## src/rtl/hazard_ctrl_pkg.sv

```systemverilog
// Shared types and constants for the pipeline hazard controller.
//   HZ_RUN / HZ_FLUSH / HZ_MEMW : FSM state encodings (2-bit)
//   FCNT_W                      : width of the flush-cycle counter (FLUSH_CYCLES up to 7)
//   REG_ADDR_W                  : register-file address width (RV32I)
//   hz_ctrl_t                   : bundle of pipeline control outputs
package hazard_ctrl_pkg;

    localparam int unsigned HZ_STATE_W = 2;
    localparam int unsigned FCNT_W     = 3;
    localparam int unsigned REG_ADDR_W = 5;

    localparam logic [HZ_STATE_W-1:0] HZ_RUN   = 2'd0;
    localparam logic [HZ_STATE_W-1:0] HZ_FLUSH = 2'd1;
    localparam logic [HZ_STATE_W-1:0] HZ_MEMW  = 2'd2;

    typedef struct packed {
        logic pc_stall;
        logic fd_stall;
        logic fd_flush;
        logic dec_stall;
        logic dec_bubble;
        logic ex_stall;
    } hz_ctrl_t;

endpackage

```

## src/rtl/hazard_ctrl_load_use_detect.sv

```systemverilog
// Combinational load-use comparator: flags when the instruction in decode reads
// a register that the load currently in execute has not yet produced.
//   dec_rs1_i/dec_rs2_i, dec_uses_rs1_i/dec_uses_rs2_i : decode source operands
//   ex_rd_i, ex_reg_we_i, ex_mem_rr_i                  : execute destination / load flag
//   lu_o                                               : interlock required
module load_use_detect
    import hazard_ctrl_pkg::*;
(
    input  logic [REG_ADDR_W-1:0] dec_rs1_i,
    input  logic [REG_ADDR_W-1:0] dec_rs2_i,
    input  logic                  dec_uses_rs1_i,
    input  logic                  dec_uses_rs2_i,
    input  logic [REG_ADDR_W-1:0] ex_rd_i,
    input  logic                  ex_reg_we_i,
    input  logic                  ex_mem_rr_i,
    output logic                  lu_o
);

    logic rd_live;
    logic hit_rs1;
    logic hit_rs2;

    // x0 is hardwired to zero, so a load targeting it never creates a dependency
    assign rd_live = ex_mem_rr_i & ex_reg_we_i & (ex_rd_i != REG_ADDR_W'(0));
    assign hit_rs1 = dec_uses_rs1_i & (dec_rs1_i == ex_rd_i);
    assign hit_rs2 = dec_uses_rs2_i & (dec_rs2_i == ex_rd_i);
    assign lu_o    = rd_live & (hit_rs1 | hit_rs2);

endmodule

```

## src/rtl/hazard_ctrl.sv

```systemverilog
// Pipeline hazard controller for the 3-stage RV32I core.
// Produces PC / fetch-decode / decode-read / execute stall, bubble and flush
// controls from load-use interlocks, taken-branch redirects and memory waits,
// and keeps stall/flush performance counters.
//   clk, rst          : clock, synchronous active-high reset
//   dec_*_i           : decode operand info
//   ex_*_i            : execute destination, load flag, redirect
//   mem_busy_i        : imem/dmem cannot complete this cycle
//   *_stall_o etc.    : combinational pipeline controls
//   stall_cnt_o       : cycles with pc_stall since reset
//   flush_cnt_o       : accepted redirects since reset
module hazard_ctrl
    import hazard_ctrl_pkg::*;
#(
    parameter int unsigned FLUSH_CYCLES = 1,
    parameter int unsigned CNT_W        = 32
) (
    input  logic                  clk,
    input  logic                  rst,
    input  logic [REG_ADDR_W-1:0] dec_rs1_i,
    input  logic [REG_ADDR_W-1:0] dec_rs2_i,
    input  logic                  dec_uses_rs1_i,
    input  logic                  dec_uses_rs2_i,
    input  logic [REG_ADDR_W-1:0] ex_rd_i,
    input  logic                  ex_reg_we_i,
    input  logic                  ex_mem_rr_i,
    input  logic                  ex_redirect_i,
    input  logic                  mem_busy_i,
    output logic                  pc_stall_o,
    output logic                  fd_stall_o,
    output logic                  fd_flush_o,
    output logic                  dec_stall_o,
    output logic                  dec_bubble_o,
    output logic                  ex_stall_o,
    output logic [CNT_W-1:0]      stall_cnt_o,
    output logic [CNT_W-1:0]      flush_cnt_o
);

    logic [HZ_STATE_W-1:0] state_q, state_d;
    logic [HZ_STATE_W-1:0] eval_state;
    logic [FCNT_W-1:0]     fcnt_q, fcnt_d;
    logic [CNT_W-1:0]      stall_cnt_q, flush_cnt_q;
    logic                  lu;
    logic                  redirect_acc;
    hz_ctrl_t              ctrl;

    load_use_detect u_lu (
        .dec_rs1_i      (dec_rs1_i),
        .dec_rs2_i      (dec_rs2_i),
        .dec_uses_rs1_i (dec_uses_rs1_i),
        .dec_uses_rs2_i (dec_uses_rs2_i),
        .ex_rd_i        (ex_rd_i),
        .ex_reg_we_i    (ex_reg_we_i),
        .ex_mem_rr_i    (ex_mem_rr_i),
        .lu_o           (lu)
    );

    // Leaving MEM_WAIT, this cycle behaves as the state the wait interrupted
    always_comb begin
        eval_state = state_q;
        if (state_q == HZ_MEMW && !mem_busy_i) begin
            eval_state = (fcnt_q != FCNT_W'(0)) ? HZ_FLUSH : HZ_RUN;
        end
    end

    // Next-state and Mealy control outputs
    always_comb begin
        ctrl         = '0;
        state_d      = state_q;
        fcnt_d       = fcnt_q;
        redirect_acc = 1'b0;

        if (rst) begin
            ctrl.fd_flush   = 1'b1;
            ctrl.dec_bubble = 1'b1;
            state_d         = HZ_RUN;
            fcnt_d          = '0;
        end else if (mem_busy_i) begin
            // Whole pipe frozen; execute re-presents any redirect once memory is free
            ctrl.pc_stall  = 1'b1;
            ctrl.fd_stall  = 1'b1;
            ctrl.dec_stall = 1'b1;
            ctrl.ex_stall  = 1'b1;
            state_d        = HZ_MEMW;
        end else if (ex_redirect_i) begin
            ctrl.fd_flush   = 1'b1;
            ctrl.dec_bubble = 1'b1;
            redirect_acc    = 1'b1;
            if (FLUSH_CYCLES > 1) begin
                fcnt_d  = FCNT_W'(FLUSH_CYCLES - 1);
                state_d = HZ_FLUSH;
            end else begin
                fcnt_d  = '0;
                state_d = HZ_RUN;
            end
        end else begin
            case (eval_state)
                HZ_FLUSH: begin
                    ctrl.fd_flush   = 1'b1;
                    ctrl.dec_bubble = 1'b1;
                    if (fcnt_q <= FCNT_W'(1)) begin
                        fcnt_d  = '0;
                        state_d = HZ_RUN;
                    end else begin
                        fcnt_d  = fcnt_q - FCNT_W'(1);
                        state_d = HZ_FLUSH;
                    end
                end
                default: begin
                    // Single-cycle interlock: the bubble clears the load out of execute
                    if (lu) begin
                        ctrl.pc_stall   = 1'b1;
                        ctrl.fd_stall   = 1'b1;
                        ctrl.dec_bubble = 1'b1;
                    end
                    state_d = HZ_RUN;
                end
            endcase
        end
    end

    // State, flush counter and performance counters
    always_ff @(posedge clk) begin
        if (rst) begin
            state_q     <= HZ_RUN;
            fcnt_q      <= '0;
            stall_cnt_q <= '0;
            flush_cnt_q <= '0;
        end else begin
            state_q <= state_d;
            fcnt_q  <= fcnt_d;
            if (ctrl.pc_stall) begin
                stall_cnt_q <= stall_cnt_q + CNT_W'(1);
            end
            if (redirect_acc) begin
                flush_cnt_q <= flush_cnt_q + CNT_W'(1);
            end
        end
    end

    assign pc_stall_o   = ctrl.pc_stall;
    assign fd_stall_o   = ctrl.fd_stall;
    assign fd_flush_o   = ctrl.fd_flush;
    assign dec_stall_o  = ctrl.dec_stall;
    assign dec_bubble_o = ctrl.dec_bubble;
    assign ex_stall_o   = ctrl.ex_stall;
    assign stall_cnt_o  = stall_cnt_q;
    assign flush_cnt_o  = flush_cnt_q;

endmodule

```

## config.mk

```make
export PLATFORM = sky130hd
export DESIGN_NAME = hazard_ctrl
export DESIGN_NICKNAME = d
export VERILOG_FILES = /design/src/rtl/hazard_ctrl_pkg.sv /design/src/rtl/hazard_ctrl_load_use_detect.sv /design/src/rtl/hazard_ctrl.sv
export SDC_FILE = /design/constraint.sdc
export NUM_CORES = 1
export LEC_CHECK = 0
export ABC_CLOCK_PERIOD_IN_PS = 2050
export BUFFER_PORTS_ARGS = -buffer_cell sky130_fd_sc_hd__buf_4
export CORE_MARGIN = 2
export CORE_UTILIZATION = 35
export CTS_CLUSTER_SIZE = 16
export DETAILED_ROUTE_END_ITERATION = 6
export PLACE_DENSITY_LB_ADDON = 0.25
export SETUP_SLACK_MARGIN = 0.15
export SLEW_MARGIN = 20
export SYNTH_ARGS = -nofsm -noshare
export SYNTH_HDL_FRONTEND = slang
export SYNTH_SLANG_ARGS = --single-unit
```

## constraint.sdc

```tcl
create_clock -name clk -period 2.05 [get_ports clk]
set_clock_uncertainty 0.2 [all_clocks]
set_input_delay 0.205 -clock clk [delete_from_list [all_inputs] [get_ports clk]]
set_output_delay 0.205 -clock clk [all_outputs]
set_load 0.01 [all_outputs]
```

==> results.json <==
{
  "vias": 3532,
  "synth_top_cells_by_area": "dfxtp_1 (38%), xor2_1 (7.1%), nor2_1 (7.0%)",
  "dp_hpwl_mm": 6.62,
  "synth_top_cell_area_share_pct": 38.4,
  "root_buffer": "clkbuf_8",
  "yosys_warnings": 0,
  "setup_viol": 23,
  "dpl_cell_area_um2": 4860,
  "hold_class": "input port to flop",
  "path_cells": "inv_2 > ha_4 > nand2b_4 > a21oi_4 > a21o_4 > o211ai_4 > buf_12 > nand2_8 > buf_6",
  "syn_nets": 451,
  "drt_iter0_markers": 153,
  "nNetsFinal": 608,
  "max_stage_delay_ps": 350,
  "synth_seq_area_share_pct": 38.4,
  "grt_pass1_vias": 3428,
  "port_buffers": 92,
  "fmax_mhz": 472,
  "yosysTopAreaCell": "dfxtp_1",
  "pwr_density_cell_nw_per_um2": 519,
  "grt_usage_pct": 17.4,
  "antenna_cells": 0,
  "tns_ps": -888,
  "cp_top_family": "compound AO/OA/AOI/OAI gates",
  "violations": "setup timing",
  "vias_per_cell": 4.89,
  "antenna_left": 0,
  "leakagePower_nw": 2.40,
  "crit_path_start_kind": "flop",
  "numCtsBuffers": 9,
  "max_slew.worst_pin.slew_ps": 589,
  "synth-main-ff-cell": "dfxtp_1",
  "rows": 37,
  "rsz0062_at_grt": "true",
  "critical_path.max_fanout": 3,
  "cts.reportedPaths.clkPinSlew_ps": 70,
  "pin_count": 93,
  "worstPathRequired_ps": 1640,
  "antenna_found_initial": 0,
  "slowest_stage": "dfxtp_2",
  "path_class": "flop to primary output",
  "dr.pass1.iters": 4,
  "timing.final.hold_violations": 0,
  "synth-edff-count": 0,
  "path_buf_inv": 3,
  "cp.arrival_ps": 1710,
  "status": "complete, but fails checks",
  "drive_above_1_share_pct": 48.1,
  "routedWlPerCell_um": 13.6,
  "core_um2": 10100,
  "fin_ws_ps": -69.4,
  "synth_seq_cells": 69,
  "finalWirelength_mm": 9.84,
  "critPathCaptureType": "primary output",
  "ir_drop_v": 0.000436,
  "clock-sinks": 69,
  "syn_avg_cell_area_um2": 8.48,
  "synth.cell_area_um2": 3600,
  "clk_latency_ps": 340,
  "postLayoutCellArea_um2": 5640,
  "yosys.cell_types.count": 42,
  "drv_cap": 0,
  "cts_tree": "yes",
  "async_reset_ff_share_pct": 0,
  "clock_path_buffers": 2,
  "slew-limit-headroom_pct": 60.8,
  "finalCritPeriodShare_pct": 103,
  "gp_congestion": 0.789,
  "syn_to_final_growth_pct": 56.8,
  "start_util_pct": 35.5,
  "maxSlewViolCount": 0,
  "grt_pass1_wl_mm": 15.9,
  "min_period_ps": 2120,
  "grt_start_max_net_pins": 60,
  "synthCells": 424,
  "drc": 0,
  "chipWidth_um": 105,
  "die_area_um2": 11100,
  "die_h_um": 105,
  "total_power_mw": 2.93,
  "htreeDepth": 3,
  "grt-ovfl-total": 0,
  "whs_ps": 71.7
}
## sequential cells by signal, summed over array words and instances (netlist names)
signal	flops
stall_cnt_o	32
flush_cnt_o	32
state_q	2
fcnt_q	3
## cell usage in the layout, fill, tap and decap left out, drive strengths merged, types with 4 or more instances in the layout
cell type,instances
buf,164
o21ai,12
and3,10
and4,4
inv,10
a21oi,30
nor4,5
mux2,27
nor2b,31
nand2,25
nor2,67
nand4,22
nand2b,6
ha,4
clkbuf,10
nor3,7
dfxtp,69
xnor2,10
nand3,17
xor2,29
## metrics by stage
stage	setup WS, ps	instances	utilization, %
global placement	-192	685	47.9
CTS	-119	717	53.6
global route	-143	722	55.6
detailed placement	-226	685	47.9
floorplan	9.27	424	-
finish	-69.4	722	55.6
## cell usage after synthesis (10+ instances only)
library cell	count
clkbuf_1	13
o21ai_0	12
nor2_1	67
and3_1	10
dfxtp_1	69
xnor2_1	10
nand4_1	21
a21oi_1	28
nor2b_1	31
nand2_1	25
xor2_1	29
nand3_1	17
mux2_2	21
## final timing paths
| path | to | from | slack [ps] | depth (start not counted) |
|---|---|---|---|---|
| setup / recovery | fd_stall_o | fcnt_q[1] | -70 | 9 |
| setup reg to reg | stall_cnt_o[24] | fcnt_q[0] | -60 | 10 |
| hold / removal | fcnt_q[2] | ex_redirect_i | 70 | 4 |
| hold reg to reg | flush_cnt_o[6] | flush_cnt_o[6] | 290 | 2 |
## layer usage
metal / track usage (%) / vias up / part of all wire [%]
met2: 31.2 / 61 / 51
met4: 5.52 / 0 / 0.99
met1: 20.3 / 1677 / 44
met3: 4.33 / 9 / 3.8
li1: - / 1785 / -
met5: 0 / - / 0
## cell type report
cell class	count	area, µm²
Clock buffer	10	128
Clock inverter	6	110
Fill cell	906	4500
Inverter	10	40.0
Multi-Input combinational cell	327	2460
Sequential cell	69	1410
Tap cell	136	170
Timing Repair Buffer	164	1330
## power breakdown
| part | leakage (nW) | internal [mW] | switching [mW] |
|---|---|---|---|
| combinational | 1.71 | 0.113 | 0.119 |
| clock | 0.121 | 0.810 | 0.537 |
| sequential | 0.566 | 1.35 | 0.00635 |
| total | 2.40 | 2.27 | 0.662 |
## repair_timing
item                                   in CTS  in global routing
setup endpoints to repair                  49                 57
setup buffers                              14                  5
cloned                                      2                  0
pin swaps                                   5                 20
resized for setup                          46                 53
endpoints found under the hold margin       0                  0
hold buffers                                0                  0
## worst min-delay path, stage by stage
cell     delay (ps)
buf_4           110
nor3_1           60
o21ai_2         130
o21ai_1          60
## kinds of logic (layout without fill, tap and decap cells)
kind of cell	Yosys count	after routing	share of synthesized area [%]
buf+inv	29	190	3.44
simple gates	201	201	29.3
fa+ha+maj	4	4	1.39
flops	69	69	38.4
mux	30	30	9.29
compound gates	52	53	8.66
xor+xnor	39	39	9.50
(Power assumes the default switching activity.)
